`src/rtl/pipe_ctrl.sv`:
```
// Five-stage pipeline sequencer: stage enables/flushes, dmem handshake, hazard FSM.
// Optional performance counters are built when PIPE_CTRL_PERF_EN is defined.
module pipe_ctrl #(
    parameter int CNT_W = 32
) (
    input  logic             clk,
    input  logic             rst_n,
    input  logic [6:0]       id_opcode,
    input  logic [4:0]       id_rs1,
    input  logic [4:0]       id_rs2,
    input  logic             ex_valid,
    input  logic             ex_is_load,
    input  logic [4:0]       ex_rd,
    input  logic             ex_redirect,
    input  logic             mem_op,
    input  logic             dmem_ack,
    output logic             dmem_req,
    output logic             pc_en,
    output logic             ifid_en,
    output logic             idex_en,
    output logic             exmem_en,
    output logic             ifid_flush,
    output logic             idex_flush,
    output logic             memwb_bubble,
    output logic [1:0]       state,
    output logic [CNT_W-1:0] cyc_cnt,
    output logic [CNT_W-1:0] stall_cnt,
    output logic [CNT_W-1:0] redir_cnt
);

    typedef enum logic [1:0] {
        RUN      = 2'd0,
        MEM_WAIT = 2'd1,
        REDIRECT = 2'd2
    } state_t;

    state_t st, st_nx;

    logic uses_rs1, uses_rs2;
    logic redirect, load_use;
    logic mem_wait, hz_ok;

    always_comb begin
        uses_rs1 = 1'b0;
        uses_rs2 = 1'b0;
        case (id_opcode)
            7'b0110011,
            7'b0100011,
            7'b1100011: begin
                uses_rs1 = 1'b1;
                uses_rs2 = 1'b1;
            end
            7'b0000011,
            7'b0010011,
            7'b1100111: uses_rs1 = 1'b1;
            default: ;
        endcase
    end

    assign redirect = ex_valid & ex_redirect;
    assign load_use = ex_valid & ex_is_load & (ex_rd != 5'd0) &
                      ((uses_rs1 & (id_rs1 == ex_rd)) |
                       (uses_rs2 & (id_rs2 == ex_rd)));

    // ID/EX only hold bubbles in REDIRECT, so hazards are evaluated elsewhere.
    assign mem_wait = ((st == RUN) & mem_op & ~dmem_ack) |
                      ((st == MEM_WAIT) & ~dmem_ack);
    assign hz_ok    = (st == RUN) | (st == MEM_WAIT);

    always_ff @(posedge clk or negedge rst_n) begin
        if (!rst_n) st <= RUN;
        else        st <= st_nx;
    end

    always_comb begin
        st_nx        = RUN;
        dmem_req     = (st == RUN) & mem_op;
        pc_en        = 1'b1;
        ifid_en      = 1'b1;
        idex_en      = 1'b1;
        exmem_en     = 1'b1;
        ifid_flush   = 1'b0;
        idex_flush   = 1'b0;
        memwb_bubble = 1'b0;
        if (mem_wait) begin
            pc_en        = 1'b0;
            ifid_en      = 1'b0;
            idex_en      = 1'b0;
            exmem_en     = 1'b0;
            memwb_bubble = 1'b1;
            st_nx        = MEM_WAIT;
        end else if (hz_ok & redirect) begin
            ifid_flush = 1'b1;
            idex_flush = 1'b1;
            st_nx      = REDIRECT;
        end else if (hz_ok & load_use) begin
            pc_en      = 1'b0;
            ifid_en    = 1'b0;
            idex_flush = 1'b1;
        end else if (st == REDIRECT) begin
            // Drop the BRAM word fetched from the old path.
            ifid_flush = 1'b1;
        end
        if (!rst_n) begin
            st_nx        = RUN;
            dmem_req     = 1'b0;
            pc_en        = 1'b0;
            ifid_en      = 1'b0;
            idex_en      = 1'b0;
            exmem_en     = 1'b0;
            ifid_flush   = 1'b1;
            idex_flush   = 1'b1;
            memwb_bubble = 1'b1;
        end
    end

    assign state = st;

`ifdef PIPE_CTRL_PERF_EN
    always_ff @(posedge clk or negedge rst_n) begin
        if (!rst_n) begin
            cyc_cnt   <= '0;
            stall_cnt <= '0;
            redir_cnt <= '0;
        end else begin
            cyc_cnt <= cyc_cnt + CNT_W'(1);
            if (!pc_en)
                stall_cnt <= stall_cnt + CNT_W'(1);
            if (st_nx == REDIRECT)
                redir_cnt <= redir_cnt + CNT_W'(1);
        end
    end
`else
    assign cyc_cnt   = '0;
    assign stall_cnt = '0;
    assign redir_cnt = '0;
`endif

endmodule

```
`config.mk`:
```
export PLATFORM = sky130hd
export DESIGN_NAME = pipe_ctrl
export DESIGN_NICKNAME = d
export VERILOG_FILES = /design/src/rtl/pipe_ctrl.sv
export SDC_FILE = /design/constraint.sdc
export NUM_CORES = 1
export LEC_CHECK = 0
export CAP_MARGIN = 30
export CORE_ASPECT_RATIO = 0.7
export CORE_MARGIN = 4
export CORE_UTILIZATION = 26
export DETAILED_ROUTE_END_ITERATION = 6
export PLACE_DENSITY = 0.82
export SETUP_SLACK_MARGIN = 0.5
export SLEW_MARGIN = 20
export SYNTH_ARGS = -nofsm -noshare
export SYNTH_HDL_FRONTEND = slang
export SYNTH_SLANG_ARGS = --single-unit
```
`constraint.sdc`:
```
create_clock -name clk -period 2.5 [get_ports clk]
set_input_delay 0.625 -clock clk [delete_from_list [all_inputs] [get_ports clk]]
set_output_delay 0.625 -clock clk [all_outputs]
set_load 0.02 [all_outputs]
```
==> results.yml <==
outcome:
  outcome: "finished clean"
power:
  power.total_mw: 0.4251
  leakagePower_nw: 0.7180
  ir_worst_vdd_uv: 156.2
  powerDensity_nw_per_um2: 339.7
cts:
  cts_tree: "built"
  clkTransAtPathRegs_ps: 30
  numCtsBuffers: 3
  clk_latency_ps: 200
  htreeDepth: 1
  clock_path_buffers: 2
  root_buffer: "clkbuf_8"
  clock_sinks: 2
layout:
  regArea_um2: 50.05
  multi_input_area_um2: 735.7
  largest_reg_flops: 2
  drive_gt1_frac: 0.3297
  n_antenna_cell: 0
  area_delta_synth_final_pct: 17.37
  nFillCells: 435
  final_net_count: 213
critical_path:
  crit_path_top_delay_cell: "a2111oi_4"
  endpoint_kind: "output pin"
  cp_num_buf_inv: 3
  crit_top_cell: "buf_4"
  criticalPathCategory: "input pin to output pin"
  path_max_fanout: 2
  critPathRequiredTime_ps: 1880
  cp_top_family: "compound AO/OA/AOI/OAI gates"
  rrSetupSlack_ps: 1340
  crit_arrival_ps: 1830
  path_cells: "buf_6 > xor2_2 > a2111oi_4 > a22oi_2 > buf_4 > o31ai_2 > buf_4"
  cp-start-kind: "input pin"
  max_stage_delay_ps: 280
sta:
  fin_crit_sh: 0.9833
  rsz0062_at_grt: "true"
  setup_slack_ps: 41.84
  fin_crit_ps: 2458
  holdWs_ps: 468.7
  maxSlewViolCount: 0
  hold_viol: 0
  finClkSkew_ps: 0.6310
  timing.fmax_mhz: 406.8
  fin_tns_setup_ps: 0
  setup_viol: 0
global_route:
  grt_pass1_wl_um: 2608
  grt_antenna_before_repair: 0
  grt-ovfl-total: 0
  grt_pass1_vias: 567
  grt_max_degree: 6
  grt_use_total: 0.06369
drt:
  wl_um: 2242
  m1WireLength_um: 660
  drt_iter0_drc: 10
  drt-pass1-iter-count: 4
  wl_met3_um: 253
  vias_per_cell: 2.983
  wl_per_cell_um: 9.581
  wl_met2_um: 1312
  final_antenna_net_count: 0
  vias: 698
  drc: 0
  routed.top_layer: "met4"
yosys:
  synthSimpleGateAreaFrac: 0.07981
  synth_area_um2: 1066
  yosysSeqAreaShare: 0.04695
  synthXorXnorAreaFrac: 0.08216
  synth-seq-cells: 2
  async_flop_share: 1.000
  synth_compound_area_frac: 0.09038
  synth_top_family_by_area: "buffers and inverters"
  synth-adder-area-share: 0
  synthFlopType: "dfrtp_1"
  postSynthAreaPerCell_um2: 7.838
  synth-edff-count: 0
  syn_inst: 136
  yosysUniqueCellTypes: 24
  ys_warn_count: 0
  muxShareOfSynthArea: 0
floorplanning:
  ioPinCount: 135
  core.rowCount: 19
  die_w_um: 84.53
  die_area_um2: 5205
  core_area_um2: 3946
  start_util: 0.2701
  die_h_um: 61.57
worst_hold_path:
  hp-class: "input pin to async pin"
placed_design:
  dp_hpwl_um: 1994
  io_buffers: 38
  pre_cts_ws_ps: -884.1
  place_congestion: 0.7133
run:
  max_cap_violations: 0
what timing repair did:
action                                  in CTS  in global routing
gates resized for setup                    140                 18
setup buffers                                1                  1
hold buffers                                 0                  0
endpoints found under the setup margin       8                  9
pin swaps                                   23                  9
through the flow:
step	util	std cells	area, um2
floorplan	-	231	1445
global placement	0.3031	229	1196
detailed placement	0.3031	229	1196
CTS	0.3117	233	1230
global route	0.3171	234	1251
finish	0.3171	234	1251
final cells by class:
type / count / share of cell area
clock buffer: 3 / 0.03300
tap: 52 / 0.05200
inverter: 2 / 0.006000
timing repair buffer: 46 / 0.2810
sequential: 2 / 0.04000
multi-input combinational: 129 / 0.5880
cell families (layout without fill, tap and decap cells):
group,Yosys count,in the layout
AO/OA/AOI/OAI,10,10
XOR/XNOR,10,10
buffers and inverters,100,51
flip-flops,2,2
other,1,96
AND/OR/NAND/NOR,13,13
cell usage after synthesis, drive strengths merged (2+ instances only):
library cell	n	area, um2
buf	98	735.7
xor2	10	87.58
dfrtp	2	50.05
inv	2	7.510
nand2b	2	12.51
nor2	2	7.510
nor4	2	12.51
o21ai	2	10.01
worst reg2reg max path: stages, from the launching register on:
cell and delay [ps]:
dfrtp_1 400, buf_6 150, nor2_4 100, o21ai_2 80, buf_6 130, nand2_4 60
buf_4 100, nor2_1 40
final timing paths:
check	from	to	cells after the start
max in group asynchronous	rst_n	state[0]	3
min	rst_n	state[1]	3
max	id_rs2[1]	idex_flush	7
min reg2reg	state[0]	state[0]	1
min in group clk	state[0]	state[0]	1
max reg2reg	state[1]	state[1]	7
placed cells by master, fill, tap and decap left out, types with 2 or more instances in the layout:
| cell | synthesis | routed |
|---|---|---|
| nor4_2 | 0 | 2 |
| o21ai_2 | 0 | 2 |
| clkdlybuf4s15_1 | 0 | 3 |
| dlygate4sd2_1 | 0 | 3 |
| dfrtp_1 | 2 | 2 |
| buf_2 | 0 | 15 |
| nand2b_1 | 2 | 2 |
| buf_4 | 98 | 8 |
| inv_2 | 0 | 2 |
| conb_1 | 1 | 96 |
| buf_6 | 0 | 10 |
| xor2_2 | 0 | 2 |
| xor2_1 | 10 | 8 |
| clkbuf_2 | 0 | 5 |
| clkbuf_8 | 0 | 3 |
where the power goes:
part           total [mW]  switching [mW]  internal, mW
Sequential         0.0361         0.00212        0.0340
Clock               0.123          0.0214         0.101
Combinational       0.266           0.194        0.0718
per-layer routing:
metal  track usage  vias up
met5             0        -
met2        0.1282       44
met4       0.02032        0
li1              -      337
met3       0.02005        2
met1       0.06447      315
(Power assumes the default switching activity.)
==> RTL change, RTL diff (config.mk and constraints unchanged) <==
Set the parameter `CNT_W` to 64 (it was 32).
--- a/src/rtl/pipe_ctrl.sv
+++ b/src/rtl/pipe_ctrl.sv
@@ -2,5 +2,5 @@
 // Optional performance counters are built when PIPE_CTRL_PERF_EN is defined.
 module pipe_ctrl #(
-    parameter int CNT_W = 32
+    parameter int CNT_W = 64
 ) (
     input  logic             clk,
Interface: changed (resized cyc_cnt, redir_cnt and stall_cnt); port bits go from 135 to 231. The function was not compared with the original's and may differ.
==> RTL change against the original RTL <==
The run now ends with negative setup slack left; clock skew up 0.0026 ns; sequential cell count unchanged; critical path depth unchanged; wire length up 67%; worst setup slack worse by 0.064 ns; synthesized area up 68%; core utilization down 3.8 points; combinational power up 61%; power up 38%; design area up 44%; largest cell class unchanged.
==> RTL change: results (changes against the original RTL) <==
[power]
leakage_nw=1.08  ; +51%
peakVddDrop_mv=0.0972  ; -38%

[global_routing]
grtUsageMet2=0.177  ; +0.0484
grt_antenna_before_repair=0  ; unchanged
grt_max_degree=7  ; +1
met1_use_gr=0.0648  ; +0.000340
grt_first_pass_wirelength_microns=5100  ; +96%
grt_pass1_vias=873  ; +54%
grt.met3_usage=0.0133  ; -0.00679
groute.usage.overall=0.0770  ; +0.0133

[setup_path]
delay_of_the_slowest_cell_on_the_worst_path_ns=0.39  ; +0.11 ns
critical-path-top-delay-family=compound AO/OA/AOI/OAI gates
arrival_ns=1.90  ; +0.07 ns
critical_path.slowest_cell=sky130_fd_sc_hd__o311a_4
crit_fanout=3  ; +1

[drt]
met2RoutedLength_microns=2490  ; +90%
routed_via_density=2.59  ; -13%
maxUsedRoutingLayer=met3
drt_pass_1_iters=4  ; unchanged
routed_wirelength_microns=3740  ; +67%
drtIter0Drc=25  ; +15
met1Wirelength_microns=890  ; +35%
met3_wirelength_microns=361  ; +43%

[synthesis]
yosys_warnings=0  ; unchanged
synth_common_cells=sky130_fd_sc_hd__buf_4, sky130_fd_sc_hd__xor2_1
synth_top_cells_by_area=sky130_fd_sc_hd__buf_4, sky130_fd_sc_hd__xor2_1, sky130_fd_sc_hd__dfrtp_1
postSynth.asyncResetShare=1.00  ; unchanged
ys.flop_type=sky130_fd_sc_hd__dfrtp_1
seq_area_frac_synth=0.0280  ; -0.0189

[sta]
timing_max_transition_violations_final=0  ; unchanged
fin_skew_ns=0.00320  ; +0.00257 ns
minimum_setup_slack_in_the_final_design_ns=-0.0221  ; -0.0640 ns
setup_viol=2  ; +2

[placement]
detailed_place.area_sq_mm=0.00163  ; +36%
numPortBuffers=38  ; unchanged
gp_congestion=0.668  ; -6.4%
hpwlAfterDp_microns=3320  ; +67%

[hold_path]
min_path_type=in -> async

[clock_tree]
tritoncts.num_buffers=3  ; unchanged
cts_resized=163  ; +16%
clkSlewWorstSetupHoldPaths_ns=0.03  ; about the same
clk_latency_ns=0.21
post_cts_buffers=6  ; +5
cts_max_path_buffers=2  ; unchanged
htreeDepth=1  ; unchanged
cts_root_buf=sky130_fd_sc_hd__clkbuf_8

[status]
failed_checks=negative setup slack
outcome=finished with violations

[layout]
largest_register_ffs=2  ; unchanged
fraction_of_layout_cells_with_a_size_suffix_above_1=0.239  ; -0.0909
antennaDiodeCount=0  ; unchanged
nNetsFinal=320  ; +50%

==> RTL change: cell types whose count changed after synthesis, sizes merged <==
cell,delta
buf,+96
==> RTL change: worst paths after layout <==
kind | start | endpoint | slack (ns) | cells past startpoint
min in group clk | state[0] | state[0] | 0.71 | 1
worst max-delay path | ex_rd[1] | pc_en | -0.02 | 7
worst max register to register | state[1] | state[1] | 1.17 | 6
max in group asynchronous | rst_n | state[0] | 1.80 | 3
worst min register to register | state[0] | state[0] | 0.71 | 1
worst min-delay path | rst_n | state[1] | 0.49 | 2
==> RTL change: area by class of cell <==
cell class,count,area (sq um)
multi-input cells,225,1100
repair buffers,57,485
flip-flops and latches,2,50.0
inverters,2,10.0
well taps,91,114
clock buffers,3,41.3
fillers,716,4650
==> RTL change: cells by family (layout without fill, tap and decap cells) <==
logic type      after synthesis  after routing  synth area share
other cells                   1            192           0.00210
xor+xnor                     10             10            0.0490
simple gates                 13             13            0.0476
flops                         2              2            0.0280
compound gates               10             10            0.0539
buf+inv                     196             62             0.819
==> RTL change: metrics by stage <==
| step | worst slack [ns] | hold slack, ns | total power, mW | setup TNS (ns) | std cells |
|---|---|---|---|---|---|
| after detailed placement | -0.959 | 0.668 | 0.428 | -4.21 | 367 |
| after CTS | -0.0331 | 0.521 | 0.573 | -0.0659 | 376 |
| after global placement | -0.905 | 0.653 | 0.427 | -4.07 | 367 |
| after floorplan | 0.0930 | 0.329 | 0.568 | 0 | 423 |
| final | -0.0221 | 0.488 | 0.588 | -0.0440 | 380 |
| after global routing | -0.0965 | 0.500 | 0.622 | -0.192 | 380 |
==> RTL change: report_power, final <==
group	internal, mW	switching (mW)
sequential	0.0340	0.00217
clock	0.102	0.0226
combinational	0.0923	0.335
